[config.mk]
export PLATFORM = sky130hd
export DESIGN_NAME = ptn_sequencer
export DESIGN_NICKNAME = d
export VERILOG_FILES = /design/src/rtl/ptn_sequencer_pkg.sv /design/src/rtl/ptn_sequencer_btn_sync.sv /design/src/rtl/ptn_sequencer.sv
export SDC_FILE = /design/constraint.sdc
export NUM_CORES = 1
export LEC_CHECK = 0
export ABC_AREA = 1
export ABC_CLOCK_PERIOD_IN_PS = 1400
export CORE_AREA = 5 5 53 55
export CTS_CLUSTER_DIAMETER = 80
export CTS_CLUSTER_SIZE = 12
export DETAILED_ROUTE_END_ITERATION = 10
export DIE_AREA = 0 0 58 60
export PLACE_DENSITY = 0.74
export SLEW_MARGIN = 20
export SYNTH_ARGS = -nofsm -noshare
export SYNTH_HDL_FRONTEND = slang
export SYNTH_SLANG_ARGS = --single-unit
[constraint.sdc]
create_clock -name PCK -period 1.4 [get_ports PCK]
set_input_delay 0.28 -clock PCK [delete_from_list [all_inputs] [get_ports PCK]]
set_output_delay 0.28 -clock PCK [all_outputs]
set_load 0.01 [all_outputs]
[src/rtl/ptn_sequencer_pkg.sv]
`default_nettype none
// ============================================================================
// Module   : ptn_sequencer_pkg
// Purpose  : Shared defaults and state encoding for the pattern sequencer.
// Revision : 1.0  initial release
// ============================================================================
package ptn_sequencer_pkg;

    localparam int PTN_NUM_DEF        = 8;
    localparam int PTN_W_DEF          = 4;
    localparam int FRAMES_PER_PTN_DEF = 60;
    localparam int DEBOUNCE_CYC_DEF   = 250000;
    localparam int FRAME_CNT_W        = 10;

    typedef enum logic {
        S_MANUAL = 1'b0,
        S_AUTO   = 1'b1
    } seq_state_e;

endpackage
`default_nettype wire

[src/rtl/ptn_sequencer_btn_sync.sv]
`default_nettype none
// ============================================================================
// Module   : ptn_btn_sync
// Purpose  : Push-button synchronizer, optional debouncer (PTN_SEQ_DEBOUNCE_EN)
//            and rising-edge detect producing a one-cycle btn_evt.
// Revision : 1.0  initial release
// ============================================================================
module ptn_btn_sync
    import ptn_sequencer_pkg::*;
#(
    parameter int DEBOUNCE_CYC = DEBOUNCE_CYC_DEF
) (
    input  logic PCK,
    input  logic RST,
    input  logic BTN_NEXT,
    output logic btn_evt
);

    generate
        if (DEBOUNCE_CYC < 1) begin : g_bad_param
            $error("ptn_btn_sync: DEBOUNCE_CYC must be at least 1");
        end
    endgenerate

    logic sync1_q;
    logic sync2_q;
    logic lvl_prev_q;
    logic btn_lvl;

    always_ff @(posedge PCK or posedge RST) begin
        if (RST) begin
            sync1_q    <= 1'b0;
            sync2_q    <= 1'b0;
            lvl_prev_q <= 1'b0;
        end else begin
            sync1_q    <= BTN_NEXT;
            sync2_q    <= sync1_q;
            lvl_prev_q <= btn_lvl;
        end
    end

`ifdef PTN_SEQ_DEBOUNCE_EN
    localparam int                C_DB_W    = $clog2(DEBOUNCE_CYC + 1);
    localparam logic [C_DB_W-1:0] C_DB_LAST = C_DB_W'(DEBOUNCE_CYC - 1);

    logic [C_DB_W-1:0] db_cnt_q;
    logic [C_DB_W-1:0] db_cnt_d;
    logic              db_lvl_q;
    logic              db_lvl_d;

    // Count consecutive cycles in which the input disagrees with the accepted level.
    always_comb begin
        db_cnt_d = '0;
        db_lvl_d = db_lvl_q;
        if (sync2_q != db_lvl_q) begin
            if (db_cnt_q == C_DB_LAST) begin
                db_lvl_d = sync2_q;
            end else begin
                db_cnt_d = db_cnt_q + C_DB_W'(1);
            end
        end
    end

    always_ff @(posedge PCK or posedge RST) begin
        if (RST) begin
            db_cnt_q <= '0;
            db_lvl_q <= 1'b0;
        end else begin
            db_cnt_q <= db_cnt_d;
            db_lvl_q <= db_lvl_d;
        end
    end

    assign btn_lvl = db_lvl_q;
`else
    assign btn_lvl = sync2_q;
`endif

    assign btn_evt = btn_lvl & ~lvl_prev_q;

endmodule
`default_nettype wire

[src/rtl/ptn_sequencer.sv]
`default_nettype none
// ============================================================================
// Module   : ptn_sequencer
// Purpose  : Frame-synchronous test-pattern scheduler (auto / manual advance).
//            Optional button debouncer enabled by PTN_SEQ_DEBOUNCE_EN.
// Revision : 1.0  initial release
// ============================================================================
module ptn_sequencer
    import ptn_sequencer_pkg::*;
#(
    parameter int PTN_NUM        = PTN_NUM_DEF,
    parameter int PTN_W          = PTN_W_DEF,
    parameter int FRAMES_PER_PTN = FRAMES_PER_PTN_DEF,
    parameter int DEBOUNCE_CYC   = DEBOUNCE_CYC_DEF
) (
    input  logic                   PCK,
    input  logic                   RST,
    input  logic                   VGA_VSYNC,
    input  logic                   MODE_AUTO,
    input  logic                   BTN_NEXT,
    output logic [PTN_W-1:0]       PTN_SEL,
    output logic                   PTN_CHANGE,
    output logic [FRAME_CNT_W-1:0] FRAME_CNT
);

    generate
        if (PTN_NUM < 2 || PTN_NUM > 16 || (2 ** PTN_W) < PTN_NUM ||
            FRAMES_PER_PTN < 1 || FRAMES_PER_PTN > 1023) begin : g_bad_param
            $error("ptn_sequencer: illegal parameter set");
        end
    endgenerate

    localparam logic [PTN_W-1:0]       C_PTN_LAST   = PTN_W'(PTN_NUM - 1);
    localparam logic [FRAME_CNT_W-1:0] C_FRAME_LAST = FRAME_CNT_W'(FRAMES_PER_PTN - 1);

    logic                   btn_evt;
    logic                   fb;
    logic                   advance;
    seq_state_e             mode_new;

    logic                   vsync_q;
    logic                   mode_s1_q;
    logic                   mode_s2_q;
    seq_state_e             state_q,     state_d;
    logic                   pending_q,   pending_d;
    logic [FRAME_CNT_W-1:0] frame_cnt_q, frame_cnt_d;
    logic [PTN_W-1:0]       sel_q,       sel_d;
    logic                   change_q,    change_d;

    ptn_btn_sync #(
        .DEBOUNCE_CYC (DEBOUNCE_CYC)
    ) u_btn_sync (
        .PCK      (PCK),
        .RST      (RST),
        .BTN_NEXT (BTN_NEXT),
        .btn_evt  (btn_evt)
    );

    assign fb       = vsync_q & ~VGA_VSYNC;
    assign mode_new = seq_state_e'(mode_s2_q);

    always_comb begin
        state_d     = mode_new;
        pending_d   = pending_q;
        frame_cnt_d = frame_cnt_q;
        advance     = 1'b0;
        // A mode switch wins over a coincident frame boundary: clear and skip.
        if (mode_new != state_q) begin
            frame_cnt_d = '0;
            pending_d   = 1'b0;
        end else if (state_q == S_AUTO) begin
            pending_d = 1'b0;
            if (fb) begin
                if (frame_cnt_q == C_FRAME_LAST) begin
                    frame_cnt_d = '0;
                    advance     = 1'b1;
                end else begin
                    frame_cnt_d = frame_cnt_q + FRAME_CNT_W'(1);
                end
            end
        end else begin
            frame_cnt_d = '0;
            if (fb && (pending_q || btn_evt)) begin
                advance   = 1'b1;
                pending_d = 1'b0;
            end else if (btn_evt) begin
                pending_d = 1'b1;
            end
        end

        sel_d    = sel_q;
        change_d = advance;
        if (advance) begin
            sel_d = (sel_q == C_PTN_LAST) ? '0 : sel_q + PTN_W'(1);
        end
    end

    always_ff @(posedge PCK or posedge RST) begin
        if (RST) begin
            vsync_q     <= 1'b1;
            mode_s1_q   <= 1'b0;
            mode_s2_q   <= 1'b0;
            state_q     <= S_MANUAL;
            pending_q   <= 1'b0;
            frame_cnt_q <= '0;
            sel_q       <= '0;
            change_q    <= 1'b0;
        end else begin
            vsync_q     <= VGA_VSYNC;
            mode_s1_q   <= MODE_AUTO;
            mode_s2_q   <= mode_s1_q;
            state_q     <= state_d;
            pending_q   <= pending_d;
            frame_cnt_q <= frame_cnt_d;
            sel_q       <= sel_d;
            change_q    <= change_d;
        end
    end

    assign PTN_SEL    = sel_q;
    assign PTN_CHANGE = change_q;
    assign FRAME_CNT  = frame_cnt_q;

endmodule
`default_nettype wire

==> impl_results.md <==
- Final Hold Viols: 0
- CTS Root Cell: clkbuf_4
- Hold WS: about 0.28 ns
- WL per Instance: 11.1 µm
- GPL Wtd Cong: 0.766
- Fin nets: around 180
- DP Wirelength: 1520 µm
- IO Port Bufs: 19
- ANT nets after route: 0
- Worst Hold Class: in -> async
- Post-Synthesis Cells: between 100 and 150
- Worst vdd ir: 613 µV
- # fillers: 210
- DRT Pass-1 Iters: 4
- Overall routing resource usage: about 15%
- Worst setup EP type: flop
- Fmax: about 760 MHz
- Routed wire length: between 2000 and 2500 µm
- Vias/cell: 4.80
- Initial Utilization: about 46%
- # clock sinks: 23
- Warnings, synthesis: 0
- Synth async-reset ratio: 100%
- Fin cells: between 150 and 200
- First-pass GRT wire length: roughly 4100 µm
- Post-Syn Area: 1080 µm²
- Syn_area_per_cell: 8.52 µm²
- Clk buf depth: 2
- CTS buffer count: 3
- Critical path, cell by cell: buf_4 -> nor2_1 -> nand2_1 -> nor2_4 -> nand2_2 -> nand2_1 -> nand2_2 -> inv_4 -> nor2_1
- Area Overhead vs Synth: 37.1%
- Number of synthesized register bits: 23
- Via Count: 950
- Clock-pin slew on the worst setup and hold paths: 0.13 ns
- WP buf/inv: 2
- CP required: 1.62 ns
- Path type of the worst setup path: reg -> reg
- Unrepaired setup endpoints after global routing: yes
- Die area: approximately 3500 µm²
- H-tree levels: 1
- Post-synth top flop: dfrtp_1
- Final setup vio count: 0
- Placement Rows: 18
- Worst-skew pair later-pin latency: just over 0.3 ns
- Final Cycle Share: around 94%
- Die height: about 60 µm
- P_leak: 0.000817 µW
- Sequential element share of the synthesized area: around 53%
- Pwr Density: between 800 and 900 nW/µm²
- Final slew viol count: 0
- Startpoint type of the worst setup path: flop
- Placed Cells: around 180
- Layout cells sized above 1: 20.2%
- IO Count: 20
- Core area: between 2000 and 2500 µm²
- Number of global-route vias before repair: 970
- Highest-delay cell along the critical path: dfrtp_1
- Worst-margin pin slew: 0.248 ns
- Most frequent cells in the layout: nand2_1 (32), dfrtp_1 (22), nor2_1 (19)
- Tmin final: 1.32 ns
- TritonCTS clock tree: yes
- Leading cell type in the layout, fill and taps excluded: nand2_1
- Area of the multi-input gates: 454 µm²
- Syn nets: 134
- Largest net degree at the start of global routing: 24
- Number of synthesized flops with an enable pin: 0
- Antenna cells: 0
- Skew final: 0.00902 ns
- Critical path's top delay family: simple AND/OR/NAND/NOR gates
- Die width: 58 µm
- Grt total ovfl: 0
- Critical Path Max Stage Delay: 0.40 ns
- CP Max Fanout: 5
- Outcome: completed
- Initial antenna violation count: 0
- Drt first-iter violations: 30
- Distinct cells, synth: 19
- Critical path arrival: 1.54 ns
- Max Cap Viol: 0
- Slew margin rel.: 83.4%
- Sequential cell area: ~580 µm²
- DRC violations left: 0
==> sequential cells by signal, summed over array words and instances (netlist names) <==
register,count
u_btn_sync.btn_lvl,1
state_q,1
FRAME_CNT,10
PTN_CHANGE,1
pending_q,1
mode_s1_q,1
mode_new,1
PTN_SEL,4
u_btn_sync.lvl_prev_q,1
u_btn_sync.sync1_q,1
vsync_q,1
==> per-stage QoR <==
stage | total power (µW) | cell area, µm² | setup slack, ns | util (%) | setup TNS [ns]
after floorplan | 825 | 1080 | 0.133 | - | 0
after global routing | 1310 | 1480 | -0.00622 | 63.4 | -0.00622
after detailed placement | 911 | 1350 | -0.175 | 57.4 | -1.48
after CTS | 1240 | 1460 | 0.00966 | 62.2 | 0
after global placement | 911 | 1350 | -0.149 | 57.4 | -1.17
final | 1230 | 1480 | 0.0805 | 63.4 | 0
==> kinds of logic after synthesis <==
| kind of cell | Yosys count | share of synthesized area [%] |
|---|---|---|
| XOR/XNOR | 4 | 3.24 |
| buffers and inverters | 17 | 5.90 |
| flip-flops | 23 | 53.3 |
| AO/OA/AOI/OAI | 6 | 2.77 |
| adder cells (fa/ha/maj) | 2 | 2.31 |
| AND/OR/NAND/NOR | 75 | 32.5 |
==> routing by layer <==
layer | up-vias | share of wire [%] | wire (µm) | global-route usage (%)
met2 | 23 | 50 | 1090 | 25.5
met3 | 2 | 4.6 | 101 | 2.59
met5 | - | 0 | 0 | 0
met1 | 450 | 45 | 984 | 18.9
li1 | 475 | - | - | -
met4 | 0 | 0.87 | 19 | 7.62
==> where the power goes <==
group	switching, µW	total, µW	internal [µW]
clock network	194	305	111
logic	106	205	99.5
registers	18.8	717	698
==> cell type report <==
type | count | area share, %
Sequential cell | 23 | 38.9
Multi-Input combinational cell | 87 | 30.6
Timing Repair Buffer | 37 | 21.8
Inverter | 17 | 4.47
Tap cell | 30 | 2.53
Clock buffer | 4 | 1.77
==> worst paths after layout <==
kind                                                 to  cells past startpoint                    startpoint  slack, ns
setup reg to reg               FRAME_CNT[5]$_DFFE_PP0P_                      9      FRAME_CNT[6]$_DFFE_PP0P_       0.08
max in group asynchronous             vsync_q$_DFF_PP1_                      3                           RST       0.89
hold / removal                   PTN_SEL[1]$_DFFE_PP0P_                      3                           RST       0.28
setup / recovery               FRAME_CNT[5]$_DFFE_PP0P_                      9      FRAME_CNT[6]$_DFFE_PP0P_       0.08
hold reg to reg            u_btn_sync.btn_lvl$_DFF_PP0_                      0  u_btn_sync.sync1_q$_DFF_PP0_       0.36
min in group PCK           u_btn_sync.btn_lvl$_DFF_PP0_                      0  u_btn_sync.sync1_q$_DFF_PP0_       0.36
==> synth_stat cells, types with 2 or more instances <==
library cell | count | area share, %
nor2_1 | 19 | 6.6
nand3_2 | 2 | 1.8
o21ai_0 | 4 | 1.8
a21oi_1 | 2 | 0.92
nand2_2 | 3 | 1.7
xor2_1 | 4 | 3.2
dfrtp_1 | 22 | 51
nand3_1 | 11 | 5.1
nand2_1 | 32 | 11
inv_1 | 16 | 5.5
nor2_2 | 2 | 1.2
nand2_4 | 2 | 2.1
ha_1 | 2 | 2.3
==> worst register-to-register path: cells and delay by family (launching register included) <==
family	cells	cell delay [ns]
flip-flops	1	0.40
AND/OR/NAND/NOR	7	0.61
buffers and inverters	2	0.23
==> repair_timing <==
| action | in CTS | in global routing |
|---|---|---|
| pin swaps | 0 | 4 |
| endpoints found under the setup margin | 15 | 12 |
| hold buffers | 0 | 0 |
| endpoints found under the hold margin | 0 | 0 |
| setup buffers | 14 | 1 |
| gates cloned | 0 | 0 |
| resized for setup | 15 | 5 |
Note: power is estimated with default switching activity, not from simulation.
